<file path="src/rtl/axi3_pkg.sv">
// Shared AXI3 read-channel types, field widths and burst address helpers.
// No latency or backpressure of its own.
package axi3_pkg;

    localparam int AXI3_ADDR_W = 32;
    localparam int AXI3_LEN_W  = 4;
    localparam int AXI3_SIZE_W = 3;

    typedef enum logic [1:0] {
        AXI3_FIXED = 2'b00,
        AXI3_INCR  = 2'b01,
        AXI3_WRAP  = 2'b10
    } axi3_burst_t;

    typedef enum logic [1:0] {
        AXI3_OKAY   = 2'b00,
        AXI3_EXOKAY = 2'b01,
        AXI3_SLVERR = 2'b10,
        AXI3_DECERR = 2'b11
    } axi3_resp_t;

    // Byte address of the beat following addr; arithmetic wraps modulo 2^32.
    function automatic logic [AXI3_ADDR_W-1:0] axi3_next_addr(
        input logic [AXI3_ADDR_W-1:0] addr,
        input logic [AXI3_LEN_W-1:0]  len,
        input logic [AXI3_SIZE_W-1:0] size,
        input axi3_burst_t            burst
    );
        logic [AXI3_ADDR_W-1:0] step;
        logic [AXI3_ADDR_W-1:0] mask;
        step = 32'd1 << size;
        mask = (({28'd0, len} + 32'd1) << size) - 32'd1;
        case (burst)
            AXI3_FIXED: axi3_next_addr = addr;
            AXI3_WRAP:  axi3_next_addr = (addr & ~mask) | ((addr + step) & mask);
            default:    axi3_next_addr = addr + step;
        endcase
    endfunction

    function automatic logic axi3_ar_slverr(
        input logic [AXI3_SIZE_W-1:0] size,
        input logic [1:0]             burst,
        input logic [AXI3_LEN_W-1:0]  len,
        input logic [AXI3_SIZE_W-1:0] max_size
    );
        logic wrap_len_ok;
        wrap_len_ok = (len == 4'd1) || (len == 4'd3) || (len == 4'd7) || (len == 4'd15);
        axi3_ar_slverr = (size > max_size) || (burst == 2'b11) ||
                         ((burst == AXI3_WRAP) && !wrap_len_ok);
    endfunction

endpackage

</file>
<file path="src/rtl/axi3_rd_skid.sv">
// 2-entry first-word-fall-through buffer with same-cycle bypass when empty.
// Latency 0 (push visible at output immediately); holds up to 2 entries while pop_rdy is low.
module axi3_rd_skid #(
    parameter int W = 35
) (
    input  logic         clk,
    input  logic         rst,
    input  logic         push_vld,
    input  logic [W-1:0] push_dat,
    input  logic         pop_rdy,
    output logic         out_vld,
    output logic [W-1:0] out_dat,
    output logic [1:0]   count
);

    logic [W-1:0] mem [2];
    logic         wr_ptr;
    logic         rd_ptr;
    logic         empty;
    logic         wr_en;
    logic         rd_en;

    assign empty   = (count == 2'd0);
    assign out_vld = !empty || push_vld;
    assign out_dat = empty ? push_dat : mem[rd_ptr];
    // An arriving entry consumed in the same cycle never touches storage.
    assign wr_en   = push_vld && !(empty && pop_rdy);
    assign rd_en   = pop_rdy && !empty;

    always_ff @(posedge clk) begin
        if (rst) begin
            count  <= 2'd0;
            wr_ptr <= 1'b0;
            rd_ptr <= 1'b0;
        end else begin
            count <= count + {1'b0, wr_en} - {1'b0, rd_en};
            if (wr_en) wr_ptr <= !wr_ptr;
            if (rd_en) rd_ptr <= !rd_ptr;
        end
    end

    always_ff @(posedge clk) begin
        if (wr_en) mem[wr_ptr] <= push_dat;
    end

endmodule

</file>
<file path="src/rtl/axi3_rd_ram_slave.sv">
// AXI3 read responder over a synchronous-read word RAM, one burst outstanding.
// AR accept at T -> mem_en T+1 -> rvalid T+2; rready stalls absorbed by a 2-entry skid, no bubbles.
module axi3_rd_ram_slave
    import axi3_pkg::*;
#(
    parameter int DATA_WIDTH     = 32,
    parameter int ID_WIDTH       = 4,
    parameter int MEM_ADDR_WIDTH = 14
) (
    input  logic                      clk,
    input  logic                      rst,
    input  logic [ID_WIDTH-1:0]       arid,
    input  logic [31:0]               araddr,
    input  logic [3:0]                arlen,
    input  logic [2:0]                arsize,
    input  logic [1:0]                arburst,
    input  logic                      arvalid,
    output logic                      arready,
    output logic [ID_WIDTH-1:0]       rid,
    output logic [DATA_WIDTH-1:0]     rdata,
    output logic [1:0]                rresp,
    output logic                      rlast,
    output logic                      rvalid,
    input  logic                      rready,
    output logic                      mem_en,
    output logic [MEM_ADDR_WIDTH-1:0] mem_addr,
    input  logic [DATA_WIDTH-1:0]     mem_rddata
);

    localparam int BL = $clog2(DATA_WIDTH / 8);
    localparam int SW = DATA_WIDTH + 3;

    typedef enum logic {S_IDLE, S_BURST} state_t;

    state_t                state, state_nxt;
    logic [ID_WIDTH-1:0]   id_q;
    logic [31:0]           addr_q;
    logic [3:0]            len_q;
    logic [2:0]            size_q;
    axi3_burst_t           burst_q;
    logic                  slverr_q;
    logic [4:0]            issued_q;
    logic                  inflight_q;
    axi3_resp_t            ret_resp_q;
    logic                  ret_last_q;

    logic                  ar_hs;
    logic                  last_hs;
    logic                  issue;
    logic                  decerr;
    axi3_resp_t            beat_resp;
    logic [DATA_WIDTH-1:0] ret_data;
    logic [SW-1:0]         push_dat;
    logic [SW-1:0]         sk_dat;
    logic [1:0]            sk_cnt;

    always_comb begin
        state_nxt = state;
        arready   = 1'b0;
        case (state)
            S_IDLE: begin
                arready = !rst;
                if (arvalid && !rst) state_nxt = S_BURST;
            end
            S_BURST: if (last_hs) state_nxt = S_IDLE;
            default: state_nxt = S_IDLE;
        endcase
    end

    assign ar_hs   = arvalid && arready;
    assign last_hs = rvalid && rready && rlast;

    // Issue only while the skid can still take every beat already in flight.
    assign issue     = (state == S_BURST) && (issued_q <= {1'b0, len_q}) &&
                       (({1'b0, sk_cnt} + {2'b00, inflight_q}) < 3'd2);
    assign decerr    = |addr_q[31:MEM_ADDR_WIDTH+BL];
    assign beat_resp = slverr_q ? AXI3_SLVERR : (decerr ? AXI3_DECERR : AXI3_OKAY);
    assign mem_en    = issue && (beat_resp == AXI3_OKAY);
    assign mem_addr  = addr_q[MEM_ADDR_WIDTH+BL-1:BL];

    always_ff @(posedge clk) begin
        if (rst) begin
            state      <= S_IDLE;
            id_q       <= '0;
            addr_q     <= '0;
            len_q      <= '0;
            size_q     <= '0;
            burst_q    <= AXI3_FIXED;
            slverr_q   <= 1'b0;
            issued_q   <= '0;
            inflight_q <= 1'b0;
            ret_resp_q <= AXI3_OKAY;
            ret_last_q <= 1'b0;
        end else begin
            state      <= state_nxt;
            inflight_q <= issue;
            if (ar_hs) begin
                id_q     <= arid;
                addr_q   <= araddr;
                len_q    <= arlen;
                size_q   <= arsize;
                burst_q  <= axi3_burst_t'(arburst);
                slverr_q <= axi3_ar_slverr(arsize, arburst, arlen, 3'(BL));
                issued_q <= '0;
            end
            if (issue) begin
                addr_q     <= axi3_next_addr(addr_q, len_q, size_q, burst_q);
                issued_q   <= issued_q + 5'd1;
                ret_resp_q <= beat_resp;
                ret_last_q <= (issued_q[3:0] == len_q);
            end
        end
    end

    assign ret_data = (inflight_q && (ret_resp_q == AXI3_OKAY)) ? mem_rddata : '0;
    assign push_dat = inflight_q ? {ret_data, ret_resp_q, ret_last_q} : '0;

    axi3_rd_skid #(.W(SW)) u_skid (
        .clk      (clk),
        .rst      (rst),
        .push_vld (inflight_q),
        .push_dat (push_dat),
        .pop_rdy  (rready),
        .out_vld  (rvalid),
        .out_dat  (sk_dat),
        .count    (sk_cnt)
    );

    assign {rdata, rresp, rlast} = sk_dat;
    assign rid = id_q;

endmodule

</file>
<file path="config.mk">
export PLATFORM = sky130hd
export DESIGN_NAME = axi3_rd_ram_slave
export DESIGN_NICKNAME = d
export VERILOG_FILES = /design/src/rtl/axi3_pkg.sv /design/src/rtl/axi3_rd_skid.sv /design/src/rtl/axi3_rd_ram_slave.sv
export SDC_FILE = /design/constraint.sdc
export NUM_CORES = 1
export LEC_CHECK = 0
export BUFFER_PORTS_ARGS = -buffer_cell sky130_fd_sc_hd__buf_2
export CORE_UTILIZATION = 61
export DETAILED_ROUTE_END_ITERATION = 8
export PLACE_DENSITY = 0.87
export SLEW_MARGIN = 5
export SYNTH_ARGS = -nofsm -noshare
export SYNTH_HDL_FRONTEND = slang
export SYNTH_SLANG_ARGS = --single-unit
</file>
<file path="constraint.sdc">
create_clock -name clk -period 6 [get_ports clk]
set_input_delay 1.5 -clock clk [delete_from_list [all_inputs] [get_ports clk]]
set_output_delay 1.5 -clock clk [all_outputs]
set_load 0.01 [all_outputs]
</file>
==> results.toml, run 1 <==
[worst_setup_path]
cp.required_ns = 4.50
critPathArrivalTime_ns = 2.47
crit_path_end_kind = "output port"
crit_type = "register to output port"
cp_max_fo = 7
critPathLaunchType = "register"

[global_route]
antenna_found_initial = 0
grtUsageTotal_pct = 28.5
grt_start_max_net_pins = 73
grt_pass1_wl_um = 29000
first_global_vias = 6009
grt_overflow = 0

[power]
seq_power_share_pct = 37.1
switching_share_pct = 33.8
internal_power_mw = 2.06
finalPower_mw = 3.11
powerDensity_mw_per_mm2 = 346
p_comb_share_pct = 28.8
netSwitchingPower_mw = 1.05
clockPowerShare_pct = 34.1
leakage_nw = 3.54
irDropWorstVdd_mv = 0.179

[die]
core_area_sq_mm = 0.0122
pin_count = 137
die-area_sq_mm = 0.0131
die_w_um = 114
initial_core_util_pct = 63.5
rows = 40
die_h_um = 114

[status]
run_status = "finished, final reports clean"

[sta]
fin_tns_setup_ns = 0
layout_min_cycle_time_ns = 3.97
fin_crit_sh_pct = 66.2
finalHoldViolCount = 0
setup_slack_ns = 2.03
max_slew.worst_pin.slew_ns = 1.10
skew_ns = 0.0162
slew_headroom_pct = 26.8
fmax_mhz = 252
report.final.slew_viol_count = 0
setup_viol = 0
grt_setup_unrepaired = "false"
hold-worst-slack_ns = 0.458

[clock_tree]
postCtsHoldBufs = 0
cts.sinks = 131
cts_tree = "yes"
clockRootBuffer = "clkbuf_16"
cts_inserted_buffers = 17
cts_buffer_depth = 2
h-tree-depth = 4
clk_pin_slew_ns = 0.06
insertion_delay_ns = 0.42
postCtsSetupBuffers = 0
cts.repair.resized = 0

[detailed_routing]
wirelength_um = 18400
vias = 6786
drcViolationCount = 0
drt_iter0_drc = 673
via_per_inst = 5.99
postRouteAntennaNets = 0
drt_pass1_iterations = 5
wl_per_cell_um = 16.2

[synth]
syn_nets = 953
synth_most_common_cell = "nand2_1"
yosysSeqAreaShare_pct = 43.1
synth.distinct_cells = 73
syn_area_sq_mm = 0.00772
yosys-top-cells-count = "nand2_1 (115), edfxtp_1 (70), o21ai_0 (65)"
synth_area_per_cell_sq_um = 9.05
synth_area_leaders = "edfxtp_1 (27%), dfxtp_1 (16%), nand2_1 (5.6%)"
synth_cells = 853
ys_ff_latch = 131
synthFlopType = "edfxtp_1"
synthArstFlopShare_pct = 0
synth_edf_count = 70
synth_top_area_cell = "edfxtp_1"
yosysWarnings = 0
yosysTopAreaCellShare_pct = 27.2

[finish]
drive_above_1_share_pct = 20.6
post_layout_nonfiller_instances = 1132
regArea_sq_mm = 0.00332
nNetsFinal = 1051
multi_input_area_sq_mm = 0.00400
antennaDiodeCount = 0
area_growth_pct = 16.2
nFillCells = 884

[place]
place_ws_ns = 2.18
hpwlAfterDp_um = 12400
io_buffers = 136
dp.cells = 1100
gp_congestion = 0.933

[run]
drv_cap = 0

[worst_hold_path]
hp-class = "register to register"
==> through the flow <==
| stage | utilization (%) | area [sq um] |
|---|---|---|
| 2_1_floorplan | - | 7720 |
| 3_3_place_gp | 68.8 | 8370 |
| 3_5_place_dp | 68.8 | 8370 |
| 4_1_cts | 73.8 | 8970 |
| 5_1_grt | 73.8 | 8970 |
| 6_report | 73.8 | 8970 |
==> metal layers <==
| metal | up-vias | track usage (%) | wire length (um) |
|---|---|---|---|
| li1 | 3301 | - | - |
| met3 | 17 | 5.98 | 1390 |
| met2 | 287 | 45.7 | 8760 |
| met4 | 0 | 11.3 | 247 |
| met1 | 3181 | 37.8 | 7960 |
| met5 | - | 0 | 0 |
==> power by group through the flow <==
stage | Clock, mW | Combinational [mW] | Sequential (mW)
finish | 1.06 | 0.896 | 1.15
global route | 1.11 | 0.988 | 1.16
global placement | 0 | 0.867 | 1.16
CTS | 1.07 | 0.894 | 1.15
floorplan | 0 | 0.692 | 1.09
detailed placement | 0 | 0.888 | 1.17
==> layout by cell type, fill, tap and decap left out, types with 23 or more instances in the layout <==
cell type,instances
nor2_1,55
o21ai_0,65
dfxtp_1,60
inv_1,23
edfxtp_1,70
buf_2,136
a21oi_1,51
and2_1,46
nand2_1,115
mux2i_1,43
==> worst paths after layout <==
kind / from / endpoint / slack [ns] / cells past startpoint
worst max-delay path: len_q[2]$_SDFFE_PP0P_ / mem_en / 2.03 / 7
worst min register to register: rid[1]$_SDFFE_PP0P_ / rid[1]$_SDFFE_PP0P_ / 0.46 / 2
worst min-delay path: rid[1]$_SDFFE_PP0P_ / rid[1]$_SDFFE_PP0P_ / 0.46 / 2
worst max register to register: size_q[0]$_SDFFE_PP0P_ / register / 2.24 / 12
==> logic make-up (layout without fill, tap and decap cells) <==
logic type,after synthesis,in the layout,synth area share [%]
muxes,44,44,5.87
DFF,131,131,43.1
adders and majority gates,19,19,3.18
and+or+nand+nor,324,324,20.8
buffers and inverters,89,200,5.41
AOI/OAI and AO/OA,224,224,19.1
xor gates and xnor gates,22,22,2.50
==> layout make-up <==
type,instances,share of cell area [%]
clock buffers,18,4.78
clock inverters,14,1.95
inverters,24,1.00
multi-input cells,633,44.6
flip-flops and latches,131,37.1
well taps,168,2.34
repair buffers,144,8.26
==> worst max-delay path, stage by stage, from the launching register on <==
cell,delay [ns]
dfxtp_1,0.48
inv_1,0.14
ha_1,0.36
a21oi_1,0.19
a221oi_1,0.11
a211o_2,0.34
nor3_1,0.25
buf_2,0.19
Note: power is estimated with default switching activity, not from simulation.
==> inputs of run 2 (changes only) <==
--- a/config.mk
+++ b/config.mk
@@ -6,9 +6,9 @@
 export NUM_CORES = 1
 export LEC_CHECK = 0
 export BUFFER_PORTS_ARGS = -buffer_cell sky130_fd_sc_hd__buf_2
-export CORE_UTILIZATION = 61
+export CORE_UTILIZATION = 57
 export DETAILED_ROUTE_END_ITERATION = 8
-export PLACE_DENSITY = 0.87
+export PLACE_DENSITY = 0.82
 export SLEW_MARGIN = 5
 export SYNTH_ARGS = -nofsm -noshare
 export SYNTH_HDL_FRONTEND = slang
==> constraint.sdc (replaced) <==
create_clock -name clk -period 4 [get_ports clk]
set_input_delay 1 -clock clk [delete_from_list [all_inputs] [get_ports clk]]
set_output_delay 1 -clock clk [all_outputs]
set_load 0.01 [all_outputs]
==> run 2 against run 1 <==
Clock-buffer cell count fell by 1. Die area is 6.9% higher. First-iteration DRC count down 8.8%. Sequential share of layout area decreased by 0.25 points. Combinational power increased by 58%. Final area is 0.68% higher. Clock power grew 44%. Wire length is 4.6% higher. Final cell count up 1.6%. Clock skew is essentially flat. Sequential power rose by 45%. Setup slack lost 1.6 ns.
==> results.toml, run 2 (synthesis results as in run 1) <==
[clock_tree]
cts_tree = "yes"
cts.repair.resized = 0
insertion_delay_ns = 0.43
clockRootBuffer = "clkbuf_16"
clk_pin_slew_ns = 0.06
cts.sinks = 131
postCtsHoldBufs = 0
postCtsSetupBuffers = 0
cts_buffer_depth = 2
h-tree-depth = 4
cts_inserted_buffers = 17

[die]
pin_count = 137
die_h_um = 118
die_w_um = 118
rows = 42
die-area_sq_mm = 0.0140
core_area_sq_mm = 0.0132
initial_core_util_pct = 58.3

[power]
powerDensity_mw_per_mm2 = 512
seq_power_share_pct = 36.1
finalPower_mw = 4.62
p_comb_share_pct = 30.8
internal_power_mw = 3.02
irDropWorstVdd_mv = 0.346
leakage_nw = 3.58
switching_share_pct = 34.5
netSwitchingPower_mw = 1.60
clockPowerShare_pct = 33.1

[worst_setup_path]
worstPathCellList = "inv_1, ha_1, a21oi_1, a221oi_1, a211o_2, nor3_1, buf_2"
cp.required_ns = 3.00
crit_path_end_kind = "output port"
crit_cells = 7
rrSetupSlack_ns = 0.49
crit_path_top_delay_cell = "dfxtp_1"
r2r_cells = 12
worst_r2r_startpoint = "size_q[0]$_SDFFE_PP0P_"
critPathTopFamily = "compound AO/OA/AOI/OAI gates"
cp-startpoint = "len_q[2]$_SDFFE_PP0P_"
crit_path_end = "mem_en"
crit_type = "register to output port"
critPathArrivalTime_ns = 2.58
critPathLaunchType = "register"
worst-path-buf-inv = 2
cp_max_fo = 8
cpPeakStageDelay_ns = 0.49

[detailed_routing]
wirelength_um = 19200
drcViolationCount = 0
drt_iter0_drc = 614
drt_pass1_iterations = 6
via_per_inst = 5.97
postRouteAntennaNets = 0
vias = 6863
wl_per_cell_um = 16.7

[sta]
slew_headroom_pct = 30.4
layout_min_cycle_time_ns = 3.58
fin_crit_sh_pct = 89.5
report.final.slew_viol_count = 0
fin_tns_setup_ns = 0
finalHoldViolCount = 0
grt_setup_unrepaired = "false"
skew_ns = 0.0165
max_slew.worst_pin.slew_ns = 1.04
setup_viol = 0
fmax_mhz = 279

[place]
hpwlAfterDp_um = 13000
gp_congestion = 0.895
io_buffers = 136

[finish]
nFillCells = 1052
nNetsFinal = 1061
area_growth_pct = 17.0
final_cell_mix = "buf_2 (136), nand2_1 (115), edfxtp_1 (70)"
drive_above_1_share_pct = 21.6
final_common_cell = "buf_2"
final_util_pct = 68.2
multi_input_area_sq_mm = 0.00400
regArea_sq_mm = 0.00332

[global_route]
grt_overflow = 0
first_global_vias = 6482
antenna_found_initial = 1
grt_start_max_net_pins = 73
grtUsageTotal_pct = 28.3
grt_pass1_wl_um = 31600

[worst_hold_path]
hp-class = "register to register"
whs_path_depth = 2
hp-start = "rid[2]$_SDFFE_PP0P_"

[run]
drv_cap = 0

[status]
run_status = "finished, final reports clean"
==> run 2: cell count changes in the layout (fill, tap and decap cells not counted) <==
cell / before / now
buf_4: 8 / 18
clkinv_2: 1 / 3
clkinv_4: 3 / 1
bufinv_16: 3 / 2
clkbuf_1: 1 / 0
clkinv_1: 1 / 0
clkinvlp_4: 2 / 3
diode_2: 0 / 1
inv_8: 0 / 1
==> run 2: final cells by class <==
class,count,share of cell area (%)
multi-input combinational,633,44.3
sequential,131,36.8
timing repair buffer,154,9.03
clock buffer,17,4.71
tap,176,2.44
clock inverter,14,1.69
inverter,24,0.997
antenna,1,0.0277
==> run 2: how the worst min path moves through the flow <==
stage / slack [ns] / to
global placement: 0.44 / rid[3]$_SDFFE_PP0P_
global route: 0.48 / rid[2]$_SDFFE_PP0P_
detailed placement: 0.45 / issued_q[4]$_SDFFE_PP0P_
finish: 0.46 / rid[2]$_SDFFE_PP0P_
floorplan: 0.43 / issued_q[4]$_SDFFE_PP0P_
CTS: 0.46 / issued_q[4]$_SDFFE_PP0P_
==> run 2: stage by stage <==
step           area (sq um)  instances  worst slack [ns]  hold slack [ns]
3_3_place_gp           8450       1118             0.697            0.444
6_report               9030       1150             0.422            0.459
3_5_place_dp           8450       1118             0.582            0.451
4_1_cts                9030       1149             0.419            0.458
2_1_floorplan          7720        853             0.597            0.432
5_1_grt                9030       1150             0.127            0.479
==> run 2: power by group through the flow <==
| stage | Sequential [mW] | Combinational (mW) | Clock (mW) |
|---|---|---|---|
| after global routing | 1.68 | 1.57 | 1.60 |
| after CTS | 1.67 | 1.42 | 1.55 |
| after floorplan | 1.63 | 1.04 | 0 |
| after global placement | 1.69 | 1.38 | 0 |
| after detailed placement | 1.69 | 1.41 | 0 |
| final | 1.67 | 1.42 | 1.53 |
==> run 2: layer usage <==
layer	share of wire, %	track usage, %
met2	47	46.4
met3	7.7	5.26
met4	2.6	13.0
met1	43	36.2
met5	0	0
==> run 2: worst min-delay path: cells and delay by family (launching register included) <==
family,cells,cell delay [ns]
DFF,1,0.31
AOI/OAI and AO/OA,1,0.06
and+or+nand+nor,1,0.05
==> inputs of run 3 (changes only) <==
--- a/config.mk
+++ b/config.mk
@@ -7,8 +7,9 @@
 export LEC_CHECK = 0
 export BUFFER_PORTS_ARGS = -buffer_cell sky130_fd_sc_hd__buf_2
 export CORE_UTILIZATION = 57
+export CTS_CLUSTER_SIZE = 8
 export DETAILED_ROUTE_END_ITERATION = 8
-export PLACE_DENSITY = 0.82
+export PLACE_DENSITY = 0.89
 export SLEW_MARGIN = 5
 export SYNTH_ARGS = -nofsm -noshare
 export SYNTH_HDL_FRONTEND = slang
==> run 3 against run 2 <==
Non-clock buffer count up 4. Final cell count grew 0.35%. Maximum frequency is 0.37% lower. Critical path type unchanged. Highest routed layer unchanged.
==> results.toml, run 3 (synthesis results as in run 1) <==
[die]
core_area_sq_mm = 0.0132
die-area_sq_mm = 0.0140
pin_count = 137
die_w_um = 118
rows = 42
die_h_um = 118
initial_core_util_pct = 58.3

[clock_tree]
cts.repair.resized = 0
postCtsSetupBuffers = 0
cts_tree = "yes"
cts.sinks = 131
insertion_delay_ns = 0.42
clk_pin_slew_ns = 0.06
h-tree-depth = 4
cts_buffer_depth = 2
postCtsHoldBufs = 0
cts_inserted_buffers = 17
clockRootBuffer = "clkbuf_16"

[finish]
final_cell_mix = "buf_2 (136), nand2_1 (115), edfxtp_1 (70)"
post_layout_nonfiller_instances = 1154
area_growth_pct = 17.7
nNetsFinal = 1065
final_common_cell = "buf_2"
antennaDiodeCount = 0
drive_above_1_share_pct = 21.9

[power]
switching_share_pct = 34.9
p_comb_share_pct = 30.8
powerDensity_mw_per_mm2 = 518
seq_power_share_pct = 36.0
leakage_nw = 3.61
irDropWorstVdd_mv = 0.283
internal_power_mw = 3.06
netSwitchingPower_mw = 1.64
clockPowerShare_pct = 33.2

[detailed_routing]
vias = 6975
drt_iter0_drc = 630
drt_pass1_iterations = 5
via_per_inst = 6.04
postRouteAntennaNets = 0
wl_per_cell_um = 17.0
wirelength_um = 19600
drcViolationCount = 0

[sta]
report.final.slew_viol_count = 0
fin_crit_sh_pct = 89.8
max_slew.worst_pin.slew_ns = 1.01
finalHoldViolCount = 0
grt_setup_unrepaired = "false"
fmax_mhz = 278
skew_ns = 0.0114
layout_min_cycle_time_ns = 3.59
setup_viol = 0
slew_headroom_pct = 32.0
fin_tns_setup_ns = 0

[worst_setup_path]
worstPathCellList = "inv_1, ha_1, a21oi_1, a221oi_1, a211o_2, nor3_1, buf_2"
crit_path_top_delay_cell = "dfxtp_1"
critPathLaunchType = "register"
cpPeakStageDelay_ns = 0.49
r2r_cells = 12
crit_type = "register to output port"
crit_path_end_kind = "output port"
worst_r2r_startpoint = "size_q[0]$_SDFFE_PP0P_"
cp.required_ns = 3.00
cp_max_fo = 12
rrSetupSlack_ns = 0.43
critPathArrivalTime_ns = 2.59

[global_route]
grt_start_max_net_pins = 49
grt_overflow = 0
first_global_vias = 6701
antenna_found_initial = 0
grt_pass1_wl_um = 32300
grtUsageTotal_pct = 29.0

[place]
gp_congestion = 0.923
dp.cells = 1122
io_buffers = 136
hpwlAfterDp_um = 13400

[worst_hold_path]
whs_path_depth = 2
whs_endpoint = "rid[1]$_SDFFE_PP0P_"
hp-start = "rid[1]$_SDFFE_PP0P_"
hp-class = "register to register"

[status]
run_status = "finished, final reports clean"

[run]
drv_cap = 0
==> run 3: how the worst max path moves through the flow <==
stage | start | endpoint | slack [ns]
after floorplan | rready | u_skid.mem[0][0]$_DFFE_PP_ | 0.60
after global placement | size_q[0]$_SDFFE_PP0P_ | register | 0.70
after detailed placement | len_q[0]$_SDFFE_PP0P_ | register | 0.54
after CTS | len_q[2]$_SDFFE_PP0P_ | mem_en | 0.39
after global routing | len_q[0]$_SDFFE_PP0P_ | register | 0.16
final | len_q[2]$_SDFFE_PP0P_ | mem_en | 0.41
==> run 3: stage by stage <==
step	area, sq um	power (mW)	setup slack, ns	util, %	hold WS, ns
after global placement	8480	3.08	0.702	64.1	0.441
after detailed placement	8480	3.13	0.542	64.1	0.455
after CTS	9080	4.70	0.391	68.6	0.465
after global routing	9080	4.94	0.165	68.6	0.486
final	9080	4.70	0.409	68.6	0.461
after floorplan	7720	2.67	0.597	-	0.432
==> run 3: layout make-up <==
type                       count  area [sq um]
clock inverter                15           173
timing repair buffer         158           846
multi-input combinational    633          4000
fill                         991          4160
inverter                      24          90.1
sequential                   131          3320
tap                          176           220
clock buffer                  17           425
==> run 3: power groups by stage <==
stage                     clock network, mW  logic [mW]  registers (mW)
after global placement                    0        1.37            1.71
final                                  1.56        1.45            1.69
after floorplan                           0        1.04            1.63
after global routing                   1.65        1.59            1.71
after detailed placement                  0        1.41            1.72
after CTS                              1.57        1.44            1.69
==> run 3: worst max-delay path: cells and delay by family, from the launching register on <==
family | cells | cell delay [ns]
DFF | 1 | 0.49
buffers and inverters | 2 | 0.33
adders and majority gates | 1 | 0.36
and+or+nand+nor | 1 | 0.27
AOI/OAI and AO/OA | 3 | 0.73
==> run 3: routing by layer <==
metal  share of wire (%)  global-route usage, %  wire (um)  up-vias
met2                  47                   48.5       9260      351
met4                 2.8                   11.8        543        0
met3                 7.3                   5.84       1430       47
li1                    -                      -          -     3325
met1                  43                   36.7       8380     3252
met5                   0                      0          0        -
